**src/rtl/dsp_post_round_sat.sv**
```systemverilog
// dsp_post_round_sat: two-stage post-processing for the DSP48A1 P output.
//   S1 adds the round-half-up constant to the sign-extended 48-bit word.
//   S2 arithmetic-shifts by SHIFT, clips to a signed OUT_W result and flags clipping.
// Handshake: a word moves on any cycle where valid && ready are both high;
//   the producer holds data stable while valid && !ready, and P_READY is
//   combinationally derived from Y_READY only through the S2 load condition.
// Optional saturation event counter (CNT_CLR / SAT_CNT) is built when the
//   macro DSP_POST_SATCNT_EN is defined.
module dsp_post_round_sat #(
   parameter int SHIFT = 17,
   parameter int OUT_W = 18
) (
   input  logic              CLK,
   input  logic              RST,
   input  logic [47:0]       P_IN,
   input  logic              P_VALID,
   output logic              P_READY,
`ifdef DSP_POST_SATCNT_EN
   input  logic              CNT_CLR,
   output logic [15:0]       SAT_CNT,
`endif
   output logic [OUT_W-1:0]  Y,
   output logic              Y_SAT,
   output logic              Y_VALID,
   input  logic              Y_READY
);

   // Rounding constant: half an output LSB, or nothing when no bits are dropped.
   localparam int RS = (SHIFT > 0) ? SHIFT - 1 : 0;
   localparam logic signed [48:0] RND   = (SHIFT > 0) ? (49'sd1 <<< RS) : 49'sd0;
   // Clip limits of the signed OUT_W result, expressed in the 49-bit domain.
   localparam logic signed [48:0] MAX_V = (49'sd1 <<< (OUT_W - 1)) - 49'sd1;
   localparam logic signed [48:0] MIN_V = -(49'sd1 <<< (OUT_W - 1));
   localparam logic [OUT_W-1:0]   Y_MAX = {1'b0, {(OUT_W-1){1'b1}}};
   localparam logic [OUT_W-1:0]   Y_MIN = {1'b1, {(OUT_W-1){1'b0}}};

   logic                s1_valid;
   logic signed [48:0]  s1_data;
   logic signed [48:0]  rnd_sum;
   logic signed [48:0]  shifted;
   logic                sat_hi;
   logic                sat_lo;
   logic [OUT_W-1:0]    sat_val;
   logic                s2_load;

   // One extra bit of headroom means the rounding add can never overflow.
   assign rnd_sum = $signed({P_IN[47], P_IN}) + RND;

   // S2 takes a new word when it is empty or its current word leaves this cycle.
   assign s2_load = !Y_VALID || Y_READY;
   // S1 frees up when it is empty or its word moves into S2.
   assign P_READY = !s1_valid || s2_load;

   // Shift and clip the rounded S1 word ahead of the S2 register.
   always_comb begin
      shifted = s1_data >>> SHIFT;
      sat_hi  = (shifted > MAX_V);
      sat_lo  = (shifted < MIN_V);
      sat_val = shifted[OUT_W-1:0];
      if (sat_hi) begin
         sat_val = Y_MAX;
      end else if (sat_lo) begin
         sat_val = Y_MIN;
      end
   end

   // S1 register: capture the rounded input whenever the stage can accept.
   always_ff @(posedge CLK) begin
      if (RST) begin
         s1_valid <= 1'b0;
         s1_data  <= '0;
      end else if (P_READY) begin
         s1_valid <= P_VALID;
         if (P_VALID) begin
            s1_data <= rnd_sum;
         end
      end
   end

   // S2 register: load the clipped result; Y/Y_SAT hold while stalled.
   always_ff @(posedge CLK) begin
      if (RST) begin
         Y_VALID <= 1'b0;
         Y       <= '0;
         Y_SAT   <= 1'b0;
      end else if (s2_load) begin
         Y_VALID <= s1_valid;
         if (s1_valid) begin
            Y     <= sat_val;
            Y_SAT <= sat_hi | sat_lo;
         end
      end
   end

`ifdef DSP_POST_SATCNT_EN
   // Saturation event counter: counts clipped deliveries, sticks at all-ones, clear wins.
   always_ff @(posedge CLK) begin
      if (RST) begin
         SAT_CNT <= '0;
      end else if (CNT_CLR) begin
         SAT_CNT <= '0;
      end else if (Y_VALID && Y_READY && Y_SAT && (SAT_CNT != 16'hFFFF)) begin
         SAT_CNT <= SAT_CNT + 16'd1;
      end
   end
`endif

endmodule

```
**config.mk**
```make
export PLATFORM = sky130hd
export DESIGN_NAME = dsp_post_round_sat
export DESIGN_NICKNAME = d
export VERILOG_FILES = /design/src/rtl/dsp_post_round_sat.sv
export SDC_FILE = /design/constraint.sdc
export NUM_CORES = 1
export LEC_CHECK = 0
export ABC_AREA = 1
export BUFFER_PORTS_ARGS = -buffer_cell sky130_fd_sc_hd__buf_2
export CAP_MARGIN = 20
export CELL_PAD_IN_SITES_DETAIL_PLACEMENT = 1
export CELL_PAD_IN_SITES_GLOBAL_PLACEMENT = 2
export CORE_ASPECT_RATIO = 1.4
export CORE_UTILIZATION = 28
export DETAILED_ROUTE_END_ITERATION = 7
export GPL_ROUTABILITY_DRIVEN = 0
export HOLD_SLACK_MARGIN = 0.1
export MAX_ROUTING_LAYER = met4
export PLACE_DENSITY_LB_ADDON = 0.1
export SYNTH_ARGS = -nofsm -noshare
export SYNTH_HDL_FRONTEND = slang
export SYNTH_SLANG_ARGS = --single-unit
```
**constraint.sdc**
```tcl
create_clock -name CLK -period 1.6 [get_ports CLK]
set_input_delay 0.08 -clock CLK [delete_from_list [all_inputs] [get_ports CLK]]
set_output_delay 0.08 -clock CLK [all_outputs]
set_load 0.01 [all_outputs]
```
# Yosys cells after proc, flatten, opt, wreduce, memory -nomap -nowiden
# Index checks and enable logic that the tools add are counted.
[totals]
regBits = 70
in_bits = 52
wordCells = 17
[op_classes]
n_addsub = 1
n_lt_le_gt_ge = 2
muxes = 2
bitwise_logic = 1
n_reduce_logical = 6
[ops]
columns = ["operator", "n"]
rows = [
  ["48-bit by 18-bit adder with 49-bit output, second input constant", 1],
  ["18-bit 2-to-1 mux", 2],
  ["32-bit by 18-bit > comparator with 1-bit output, second input constant", 1],
  ["32-bit by 18-bit less-than comparator with 1-bit output, second input constant", 1],
  ["2-bit AND reduction", 2],
  ["1-bit zero test", 2],
  ["1-bit logical OR", 2],
  ["1-bit bitwise OR", 1],
]

# Logic depth before layout (Yosys ltp)
[depth]
word_depth = 4
ltp_mapped = 10
ltp_nobuf = 10

# Least setup slack after synthesis
# No wires, ideal clock.
[synth_path]
path_kind = "reg2reg"
from = "register Y_VALID"
to = "register s1_data[29]"
arrival_ns = 1.281
required_ns = 1.484
setup_slack_ns = 0.202
stages_incl_launch_ff = 8
n_path_buf = 2
period_less_slack_ns = 1.398
path_cell_list = "dfxtp_1 nand3_1 nand2_2 inv_2 buf_6 buf_2 o211ai_1 inv_1"
[synth_via]
elab_chain_len = 4
[synth_rtl]
columns = ["element", "line", "rtl"]
rows = [
  ["start, declared", "24", "output logic Y_VALID,"],
  ["start signal, assigned", "87", "Y_VALID <= s1_valid;"],
  ["1-bit zero test", "50", "assign s2_load = !Y_VALID || Y_READY;"],
  ["1-bit logical OR", "50", ""],
  ["1-bit logical OR", "52", "assign P_READY = !s1_valid || s2_load;"],
  ["via P_READY", "17", "output logic P_READY,"],
  ["2-bit AND reduction (no source line)", "-", ""],
  ["end signal, assigned", "75", "s1_data <= rnd_sum;"],
  ["end, declared", "38", "logic signed [48:0] s1_data;"],
]
# The timed path passes the listed nets, and every way through them passes these cells.
# A chain may end at the register's enable or synchronous reset.

# Worst setup path after layout
[layout_path]
from = "input port P_IN[33]"
to = "register s1_data[45]"
[layout_via]
elab_chain_len = 1
[layout_rtl]
columns = ["element", "line", "rtl"]
rows = [
  ["start, declared", "15", "input logic [47:0] P_IN,"],
  ["48-bit by 18-bit adder with 49-bit output", "47", "assign rnd_sum = $signed({P_IN[47], P_IN}) + RND;"],
]
# No other way between the ends.

==> results_dict.tcl <==
set metrics [dict create \
    fp.coreArea_sq_mm 0.0105 \
    synth_compound_area_share_pct 16.3 \
    end_kind "register" \
    postRouteAntennaNets 0 \
    criticalPathCategory "primary input to register" \
    numCtsBuffers 5 \
    yosysSeqAreaShare_pct 34.8 \
    synth_xor_area_share_pct 2.01 \
    leakage_nw 1.76 \
    async_flop_share_pct 0 \
    hold-worst-slack_ns 0.129 \
    worst_pin_slew_ns 0.303 \
    overflow 0 \
    clk_pin_slew_worst_paths_ns 0.07 \
    max_stage_delay_ns 0.52 \
    htreeDepth 2 \
    cts_root_buf "clkbuf_16" \
    grt_pass1_wl_um 16300 \
    synthAdderAreaFrac_pct 0.411 \
    cp_num_cells 11 \
    syn_area_sq_mm 0.00305 \
    fin_crit_sh_pct 89.5 \
    yosysWarningCount 0 \
    synth_edf_count 0 \
    finalHoldViolations 0 \
    p_per_area_mw_per_mm2 819 \
    vias 3125 \
    rows 44 \
    finalNetCount 593 \
    syn2layout_area_growth_pct 23.4 \
    cts_tree "yes" \
    synth_top_family_by_area "simple AND/OR/NAND/NOR gates" \
    timing.rr.start "s1_data[35]$_SDFFE_PP0P_" \
    ir_worst_vdd_mv 0.379 \
    synthMuxAreaShare_pct 0 \
    clock-sinks 53 \
    rsz0062_at_grt "false" \
    drtIter0Drc 77 \
    fin_util_pct 35.9 \
    portBuffers 56 \
    critPathRequiredTime_ns 1.80 \
    nFillCells 1401 \
    min_period_ns 1.43 \
    syn_nets 530 \
    tns_ns 0 \
    place_inst 665 \
    fin_area_sq_mm 0.00376 \
    synthTopCellsByArea "dfxtp_1 (35%), nand2_1 (16%), nor2_1 (9.6%), inv_1 (6.9%), o21ai_0 (5.9%)" \
    clk_latency_ns 0.29 \
    cp-endpoint "s1_data[45]$_SDFFE_PP0P_" \
    fin_cells 679 \
    finalMaxSlewViolations 0 \
    hold_path.class "primary input to register" \
    syn_inst 477 \
    dieArea_sq_mm 0.0113 \
    slowest_stage "dlygate4sd3_1" \
    ys_types 31 \
    r2r_end "Y[4]$_SDFFE_PP0P_" \
    drtPass1Iterations 4 \
    ios 73 \
    finalSetupViolCount 0 \
    remaining_drc_errors 0 \
    finClkSkew_ns 0.00890 \
    synth_top_flop_cell "dfxtp_1" \
    cpMostUsedCell "nand2_1" \
    cp.arrival_ns 1.63 \
    setup.worst_path.start_class "primary input" \
    post_drt_via_cell_ratio 4.60 \
    die_h_um 125 \
    synth_seq_cells 53 \
    placed_cell_area_sq_mm 0.00352 \
    grt_max_degree 49 \
    initial_core_util_pct 29.1 \
    cp_cell_sequence "dlygate4sd3_1 > buf_2 > nand2_1 > nor2_1 > nand2_1 > nor2_1 > nand2_1 > nand2_1 > nand3_1 > nand2_1 > inv_1" \
    crit_fanout 4 \
    clock_path_buffers 2 \
    drt_wl_total_um 9620 \
    drive_gt1_share_pct 20.1 \
    syn-mean-instance-area_sq_um 6.39 \
    yosysTopAreaCell "dfxtp_1" \
    timing.fmax_mhz 699 \
    diodes 0 \
    rrSetupSlack_ns 0.25 \
    hpwl_um 7820 \
    maxSlewHeadroom_pct 79.7 \
    r2r_cells 6 \
    outcome "completed" \
    first_global_vias 3229 \
    wl_per_cell_um 14.2 \
    synth_top_area_share_pct 34.8 \
    cp_top_family "simple AND/OR/NAND/NOR gates" \
    maxCapViolCount 0 \
    critPathBufInv 3 \
    antenna_found_initial 0 \
    synthSimpleGateAreaFrac_pct 36.7 \
    critPathLaunch "P_IN[33]" \
    die_width_um 90.2 \
    grt_util_all_layers_pct 18.7 \
]
registers in the layout (all words and copies together), names as in the netlist:
| signal | cells |
|---|---|
| s1_valid | 1 |
| s1_data | 32 |
| Y | 18 |
| Y_SAT | 1 |
| Y_VALID | 1 |
worst reg2reg max path, cell delays in order (launching register included):
cell	delay (ns)
dfxtp_1	0.32
or2_0	0.24
nor3_2	0.18
nand2_2	0.10
a21oi_4	0.15
buf_12	0.17
a21oi_1	0.07
synth_stat cells, types with 3 or more instances:
| cell type | n |
|---|---|
| nand3b_1 | 10 |
| nor2_1 | 78 |
| buf_2 | 4 |
| dfxtp_1 | 53 |
| inv_1 | 56 |
| nand4_1 | 6 |
| buf_6 | 3 |
| nand2_1 | 126 |
| nand3_1 | 29 |
| xor2_1 | 4 |
| a21oi_2 | 11 |
| clkbuf_1 | 8 |
| o21ai_0 | 36 |
| xnor2_1 | 3 |
| o211ai_1 | 5 |
| a21oi_1 | 24 |
| nand2_2 | 5 |
how the worst min path moves through the flow:
| stage | start | endpoint | depth (start not counted) |
|---|---|---|---|
| 3_5_place_dp | Y_READY | Y_VALID$_SDFFE_PP0P_ | 4 |
| 5_1_grt | P_IN[47] | s1_data[48]$_SDFFE_PP0P_ | 3 |
| 2_1_floorplan | P_IN[19] | s1_data[19]$_SDFFE_PP0P_ | 2 |
| 4_1_cts | P_IN[20] | s1_data[20]$_SDFFE_PP0P_ | 3 |
| 3_3_place_gp | Y_READY | Y_VALID$_SDFFE_PP0P_ | 4 |
| 6_report | P_IN[20] | s1_data[20]$_SDFFE_PP0P_ | 3 |
per-stage QoR:
| stage | total power [W] | setup slack, ns |
|---|---|---|
| after floorplan | 0.00181 | 0.202 |
| after global placement | 0.00203 | 0.227 |
| after detailed placement | 0.00204 | 0.192 |
| after CTS | 0.00314 | 0.0313 |
| after global routing | 0.00328 | 0.00608 |
| final | 0.00308 | 0.169 |
routing by layer:
metal / global-route usage [%] / wire length, um / vias up / part of all wire, %
met5: - / 0 / - / 0
met3: 2.13 / 193 / 16 / 2.0
met2: 33.6 / 4830 / 49 / 50
met1: 20.7 / 4240 / 1420 / 44
li1: - / - / 1640 / -
met4: 7.97 / 355 / 0 / 3.7
kinds of logic (layout without fill, tap and decap cells):
family                     after synthesis  count (layout)
AOI/OAI and AO/OA                       82              82
xor gates and xnor gates                 7               7
adders and majority gates                1               1
buffers and inverters                   72             136
DFF                                     53              53
and+or+nand+nor                        262             262
cell type report:
| type | instances | area, sq um | area share [%] |
|---|---|---|---|
| clock buffer | 5 | 125 | 3.33 |
| clock inverter | 3 | 17.5 | 0.466 |
| inverter | 57 | 214 | 5.69 |
| multi-input combinational | 352 | 1720 | 45.8 |
| sequential | 53 | 1060 | 28.2 |
| tap | 138 | 173 | 4.59 |
| timing repair buffer | 71 | 447 | 11.9 |
placed cells by master, fill, tap and decap left out, types with 2 or more instances in the layout:
master | synthesis | layout
buf_2 | 4 | 55
nor2_4 | 2 | 3
nand3b_1 | 10 | 10
nand4_1 | 6 | 6
a21oi_1 | 24 | 24
buf_12 | 0 | 3
dlygate4sd3_1 | 0 | 2
nand2_2 | 5 | 6
o21ai_0 | 36 | 36
nor2_1 | 78 | 74
a21oi_2 | 11 | 11
dfxtp_1 | 53 | 53
inv_1 | 56 | 56
nand3_1 | 29 | 28
xnor2_1 | 3 | 3
o211ai_1 | 5 | 5
clkbuf_16 | 0 | 5
nor2_2 | 2 | 5
buf_4 | 0 | 9
nand2_1 | 126 | 124
clkinv_2 | 0 | 2
xor2_1 | 4 | 4
what timing repair did:
action	4_1_cts	5_1_grt
endpoints found under the hold margin	3	0
setup buffers	0	3
setup endpoints to repair	0	7
resized for setup	0	13
hold buffers	3	0
power by group:
| part | switching, W | internal, W | total (W) |
|---|---|---|---|
| clock network | 0.000491 | 0.000575 | 0.00107 |
| registers | 0.0000524 | 0.00142 | 0.00147 |
| logic | 0.000333 | 0.000209 | 0.000542 |
| total | 0.000876 | 0.00220 | 0.00308 |
(Power assumes the default switching activity.)
